**src/rtl/sys.sv**
```systemverilog
`default_nettype none
// sys: system memory block-read types shared by the cache-side arbiters.
// Revision 1.0
package sys;

  typedef logic [31:0] addr_t;

  localparam int unsigned mem_block_size = 64;

  typedef logic [mem_block_size*8-1:0] block_t;

  typedef struct packed {
    logic  valid;
    addr_t addr;
  } mem_read_block_req_t;

  typedef struct packed {
    logic   done;
    block_t data;
  } mem_read_block_rsp_t;

  localparam mem_read_block_req_t mem_read_block_req_rst = '0;
  localparam mem_read_block_rsp_t mem_read_block_rsp_rst = '0;

  typedef enum logic [1:0] {
    ARB_IDLE  = 2'd0,
    ARB_ISSUE = 2'd1,
    ARB_RESP  = 2'd2
  } arb_state_t;

endpackage
`default_nettype wire

```
**src/rtl/inst_mem_arbiter_if.sv**
```systemverilog
`default_nettype none
// inst_mem_arbiter_if: upstream miss ports plus the single downstream block-read port.
// Revision 1.0
interface inst_mem_arbiter_if
  import sys::*;
#(
  parameter int PORT_CNT = 2
);

  mem_read_block_req_t up_req [PORT_CNT];
  mem_read_block_rsp_t up_rsp [PORT_CNT];
  mem_read_block_req_t mem_req;
  mem_read_block_rsp_t mem_rsp;

  // master is the arbiter; slave is the cache/memory environment around it
  modport master (
    input  up_req,
    input  mem_rsp,
    output up_rsp,
    output mem_req
  );

  modport slave (
    output up_req,
    output mem_rsp,
    input  up_rsp,
    input  mem_req
  );

endinterface
`default_nettype wire

```
**src/rtl/rr_pick.sv**
```systemverilog
`default_nettype none
// rr_pick: combinational round-robin first-valid finder starting at start_i.
// Revision 1.0
module rr_pick #(
  parameter int N  = 2,
  parameter int IW = (N > 1) ? $clog2(N) : 1
) (
  input  logic [N-1:0]  valid_i,
  input  logic [IW-1:0] start_i,
  output logic          found_o,
  output logic [IW-1:0] idx_o
);

  logic [IW:0] pos;

  // Walk offsets from farthest to nearest so the nearest valid port wins.
  always_comb begin
    found_o = 1'b0;
    idx_o   = '0;
    pos     = '0;
    for (int k = N - 1; k >= 0; k--) begin
      pos = {1'b0, start_i} + (IW + 1)'(k);
      if (pos >= (IW + 1)'(N)) begin
        pos = pos - (IW + 1)'(N);
      end
      if (valid_i[pos[IW-1:0]]) begin
        found_o = 1'b1;
        idx_o   = pos[IW-1:0];
      end
    end
  end

endmodule
`default_nettype wire

```
**src/rtl/inst_mem_arbiter.sv**
```systemverilog
`default_nettype none
// inst_mem_arbiter: round-robin, address-coalescing arbiter for I-cache block reads.
// Revision 1.0
module inst_mem_arbiter
  import sys::*;
#(
  parameter int PORT_CNT = 2
) (
  input  logic               clk,
  input  logic               rst,
  input  logic               en,
  inst_mem_arbiter_if.master bus
);

  localparam int    IDX_W      = (PORT_CNT > 1) ? $clog2(PORT_CNT) : 1;
  localparam addr_t BLOCK_MASK = ~addr_t'(mem_block_size - 1);

  arb_state_t          state_q, state_d;
  logic [IDX_W-1:0]    rr_ptr_q, rr_ptr_d;
  logic [IDX_W-1:0]    grant_idx_q, grant_idx_d;
  addr_t               grant_addr_q, grant_addr_d;
  block_t              rsp_buf_q, rsp_buf_d;
  logic [PORT_CNT-1:0] serve_q, serve_d;

  logic [PORT_CNT-1:0] req_valid;
  logic [PORT_CNT-1:0] req_match;
  logic                pick_found;
  logic [IDX_W-1:0]    pick_idx;

  always_comb begin
    for (int j = 0; j < PORT_CNT; j++) begin
      req_valid[j] = bus.up_req[j].valid;
      req_match[j] = bus.up_req[j].valid &&
                     ((bus.up_req[j].addr & BLOCK_MASK) == grant_addr_q);
    end
  end

  rr_pick #(
    .N  (PORT_CNT),
    .IW (IDX_W)
  ) u_rr_pick (
    .valid_i (req_valid),
    .start_i (rr_ptr_q),
    .found_o (pick_found),
    .idx_o   (pick_idx)
  );

  always_comb begin
    state_d      = state_q;
    rr_ptr_d     = rr_ptr_q;
    grant_idx_d  = grant_idx_q;
    grant_addr_d = grant_addr_q;
    rsp_buf_d    = rsp_buf_q;
    serve_d      = serve_q;
    case (state_q)
      ARB_IDLE: begin
        if (pick_found) begin
          grant_idx_d  = pick_idx;
          grant_addr_d = bus.up_req[pick_idx].addr & BLOCK_MASK;
          state_d      = ARB_ISSUE;
        end
      end
      ARB_ISSUE: begin
        // The granted port may have withdrawn; only still-matching ports get the data.
        if (bus.mem_rsp.done) begin
          rsp_buf_d = bus.mem_rsp.data;
          serve_d   = req_match;
          state_d   = ARB_RESP;
        end
      end
      ARB_RESP: begin
        rr_ptr_d = (grant_idx_q == IDX_W'(PORT_CNT - 1)) ? '0 : grant_idx_q + 1'b1;
        state_d  = ARB_IDLE;
      end
      default: begin
        state_d = ARB_IDLE;
      end
    endcase
  end

  always_ff @(posedge clk or negedge rst) begin
    if (!rst) begin
      state_q      <= ARB_IDLE;
      rr_ptr_q     <= '0;
      grant_idx_q  <= '0;
      grant_addr_q <= '0;
      rsp_buf_q    <= '0;
      serve_q      <= '0;
    end else if (en) begin
      state_q      <= state_d;
      rr_ptr_q     <= rr_ptr_d;
      grant_idx_q  <= grant_idx_d;
      grant_addr_q <= grant_addr_d;
      rsp_buf_q    <= rsp_buf_d;
      serve_q      <= serve_d;
    end
  end

  // Outputs decode registered state only, so reset clears them asynchronously.
  always_comb begin
    bus.mem_req = mem_read_block_req_rst;
    if (state_q == ARB_ISSUE) begin
      bus.mem_req.valid = 1'b1;
      bus.mem_req.addr  = grant_addr_q;
    end
    for (int j = 0; j < PORT_CNT; j++) begin
      bus.up_rsp[j] = mem_read_block_rsp_rst;
      if ((state_q == ARB_RESP) && serve_q[j]) begin
        bus.up_rsp[j].done = 1'b1;
        bus.up_rsp[j].data = rsp_buf_q;
      end
    end
  end

endmodule
`default_nettype wire
```
**src/flat_wrapper.sv**
```systemverilog
// flat-port wrapper written by rule: the top's interface ports become plain ports
module inst_mem_arbiter_flat import sys::*;
#(
  parameter int PORT_CNT = 2
)
  (clk, rst, en, bus_up_req, bus_mem_rsp, bus_up_rsp, bus_mem_req);
  inst_mem_arbiter_if #(.PORT_CNT(PORT_CNT)) bus_i ();
  input  logic clk;
  input  logic rst;
  input  logic en;
  input wire logic [$bits(bus_i.up_req)-1:0] bus_up_req;
  input wire logic [$bits(bus_i.mem_rsp)-1:0] bus_mem_rsp;
  output wire logic [$bits(bus_i.up_rsp)-1:0] bus_up_rsp;
  output wire logic [$bits(bus_i.mem_req)-1:0] bus_mem_req;
  assign bus_i.up_req = {>>{bus_up_req}};
  assign bus_i.mem_rsp = bus_mem_rsp;
  assign bus_up_rsp = {>>{bus_i.up_rsp}};
  assign bus_mem_req = bus_i.mem_req;
  inst_mem_arbiter #(.PORT_CNT(PORT_CNT)) u_core (.clk(clk), .rst(rst), .en(en), .bus(bus_i));
endmodule
```
**config.mk**
```make
export PLATFORM = sky130hd
export DESIGN_NAME = inst_mem_arbiter_flat
export DESIGN_NICKNAME = d
export VERILOG_FILES = /design/src/rtl/sys.sv /design/src/rtl/inst_mem_arbiter_if.sv /design/src/rtl/rr_pick.sv /design/src/rtl/inst_mem_arbiter.sv /design/src/flat_wrapper.sv
export SDC_FILE = /design/constraint.sdc
export NUM_CORES = 1
export LEC_CHECK = 0
export ABC_AREA = 1
export CAP_MARGIN = 20
export CORE_AREA = 2 2 638 640
export DETAILED_ROUTE_END_ITERATION = 16
export DIE_AREA = 0 0 640 642
export HOLD_SLACK_MARGIN = 0.02
export SLEW_MARGIN = 20
export SYNTH_ARGS = -nofsm -noshare
export SYNTH_HDL_FRONTEND = slang
export SYNTH_HIERARCHICAL = 1
export SYNTH_SLANG_ARGS = --single-unit
```
**constraint.sdc**
```tcl
create_clock -name clk -period 3.84 [get_ports clk]
set_clock_uncertainty 0.15 [all_clocks]
set_input_delay 0.576 -clock clk [delete_from_list [all_inputs] [get_ports clk]]
set_output_delay 0.576 -clock clk [all_outputs]
set_load 0.01 [all_outputs]
```
==> flow_summary.ini, run 1 <==
[critical_path]
critPathBufInv = 5
crit_slowest_cell = clkdlybuf4s50_1
arrival_ns = 3.07
crit_required_ns = 3.11
criticalPathCategory = flip-flop to output port
end_kind = output port
r2r_cells = 7
r2r-end = u_core/rsp_buf_q[418]
worst_path_most_repeated_cell = buf_12
path_delay_family = buffers and inverters
cpPeakStageDelay_ns = 0.74
start_kind = flip-flop
r2r_slack_ns = 1.40
path_cells = inv_2, nand3_4, buf_12, buf_16, buf_12, nor2_1, clkdlybuf4s50_1
critPathMaxFanout = 49
r2r-start = u_core/state_q[1]

[yosys]
synth_area_um2 = 26900
synth-xor-area-share_pct = 0.358
synthSimpleGateAreaFrac_pct = 24.8
synth_top_family_by_area = simple AND/OR/NAND/NOR gates
synth_mux_area_share_pct = 0
synth_fa_ha_area_share_pct = 0
ys_types = 28
synth_seq_cells = 544
ys_warn_count = 6
synth-compound-area-share_pct = 10.9
ys_seq_area_share_pct = 50.6
synth_cells = 3749
avgSynthCellArea_um2 = 7.17

[placed_design]
postPlaceCellArea_um2 = 50000
place.detailed.hpwl_um = 306000
dp.cells = 10681
place_congestion = 0.971
portBuffers = 1622

[sta]
timing.slew.headroom_pct = 28.7
finalCriticalPeriod_ns = 3.79
hold_ws_ns = 0.135
hold_violations = 0
slew_violations = 0
setup_viol = 0
period_share_pct = 98.8
fmax_mhz = 264
worstMarginPinSlew_ns = 1.07
rsz0062_at_grt = false

[clock_network]
cts_sinks = 544
clk_latency_ns = 0.81
h-tree-depth = 3
ctsRootBufferMaster = clkbuf_16
cts_max_path_buffers = 4
cts_made_buffers = 86
clkTransAtPathRegs_ns = 0.07
cts_tree = built

[floorplanning]
ios = 1641
die_x_um = 640
core-area_um2 = 404000
fp-row-count = 234
die_height_um = 642
dieArea_um2 = 411000
start_util_pct = 6.65

[pwr]
p_comb_share_pct = 39.3
switchingPower_mw = 13.3
clkPwrFrac_pct = 29.1
p_leak_nw = 21.7
vdd_drop_max_mv = 0.322
seqPwrFrac_pct = 31.5
powerDensity_nw_per_um2 = 550
total_power_mw = 29.3
p_int_mw = 16.0
sw_frac_of_total_pct = 45.4

[min_path]
holdPathEnd = u_core/rsp_buf_q[0]
holdPathStages = 3
hold_start = bus_mem_rsp[0]
hp-class = input pin to flip-flop

[global_route]
grt_overflow = 0
antenna_found_initial = 177
grt_pass1_vias = 30642
grt_pass1_wl_um = 412000
gr-usage-all-layers_pct = 16.2
grt_max_degree = 84

[routing]
wirelength_um = 343000
num_vias = 32382
drt_iter0_markers = 2847
drtAntennaViolNets = 0
firstDrtPassIters = 6
wire_per_inst_um = 31.5
drcViolationCount = 0
viasPerCell = 2.97

[finish]
final_cell_mix = 1341 x clkdlybuf4s50_1, 1063 x nor2_1, 685 x nand2_1, 601 x inv_1, 543 x dfrtp_1
fin_cells = 10892
syn_to_final_growth_pct = 97.8
final_util_pct = 13.2
final_nets = 5935
layout_commonest_cell = clkdlybuf4s50_1
final_cell_area_um2 = 53200
drive_gt1_share_pct = 10.2

[status]
status = complete, no violations

[run]
cap_violations = 0
## cells in the mapped netlist (all sizes together)
cell type / count / area [um2]
o211ai: 24 / 180
xnor2: 9 / 78.8
a21boi: 1 / 7.51
clkbuf: 65 / 244
xor2: 2 / 17.5
a21oi: 1 / 5.00
inv: 602 / 2260
conb: 1 / 3.75
buf: 180 / 1050
or2: 1 / 6.26
a31oi: 3 / 18.8
nand3: 7 / 40.0
clkinv: 2 / 8.75
nand2: 685 / 2570
o21a: 1 / 7.51
dfrtp: 544 / 13600
o21ai: 544 / 2720
nor2: 1077 / 4050
## how the worst max path moves through the flow
stage / startpoint / end / slack (ns) / depth (start not counted)
floorplan: u_core/state_q[1] / bus_up_rsp[1025] / 1.80 / 5
global placement: u_core/state_q[1] / bus_up_rsp[35] / 0.52 / 5
detailed placement: u_core/state_q[1] / bus_up_rsp[35] / 0.51 / 5
CTS: u_core/state_q[0] / bus_up_rsp[591] / -0.003 / 6
global route: u_core/state_q[0] / bus_up_rsp[227] / 0.0002 / 7
finish: u_core/state_q[0] / bus_up_rsp[227] / 0.05 / 7
## worst min-delay path: cells and delay by family
kind | cells | cell delay (ns)
compound gates | 1 | 0.07
buf+inv | 1 | 0.40
simple gates | 1 | 0.06
## area by class of cell
type	count	area [um2]
Clock inverter	39	504
Multi-Input combinational cell	2361	9790
Sequential cell	544	13600
Inverter	604	2280
Fill cell	46655	351000
Clock buffer	113	2420
Tap cell	5428	6790
Timing Repair Buffer	1756	17700
Antenna cell	47	118
## cells by family after synthesis
kind of cell	Yosys count
simple gates	1770
buf+inv	849
compound gates	574
flops	544
xor+xnor	11
other cells	1
## flip-flops by register name, indices dropped and copies added (netlist names)
name	flops
u_core/serve_q	2
u_core/rsp_buf_q	512
u_core/state_q	2
u_core/grant_idx_q	1
u_core/rr_ptr_q	1
u_core/grant_addr_q	26
## metrics by stage
step,worst slack (ns),setup TNS [ns]
finish,0.0477,0
floorplan,1.80,0
global route,0.000193,0
detailed placement,0.515,0
CTS,-0.00347,-0.00347
global placement,0.522,0
## timing repair
action	in CTS	in global routing
pin swaps	2	1
endpoints found under the hold margin	51	0
hold buffers	6	0
gates resized for setup	27	8
setup buffers	4	2
gates cloned	0	0
endpoints found under the setup margin	423	11
## power by group through the flow
stage / clock network [mW] / logic, mW / registers [mW]
final: 8.53 / 11.5 / 9.22
after global routing: 9.02 / 12.4 / 9.49
after CTS: 8.88 / 11.8 / 9.20
after detailed placement: 0 / 11.7 / 9.30
after global placement: 0 / 11.7 / 9.24
after floorplan: 0 / 4.52 / 9.14
## metal layers
layer	track usage (%)	up-vias	wire length, um
met4	5.18	16	13800
met2	27.2	1832	161000
met3	5.74	458	33000
li1	-	14411	-
met5	0	-	100
met1	19.1	15665	135000
Power figures use the tool's default switching activity.
==> inputs of run 2 (changes only) <==
--- a/config.mk
+++ b/config.mk
@@ -6,6 +6,7 @@
 export NUM_CORES = 1
 export LEC_CHECK = 0
 export ABC_AREA = 1
+export ABC_CLOCK_PERIOD_IN_PS = 3840
 export CAP_MARGIN = 20
 export CORE_AREA = 2 2 638 640
 export DETAILED_ROUTE_END_ITERATION = 16
==> results of run 2 <==
Same layout as run 1: the final DEF is identical, and so are final timing and power.
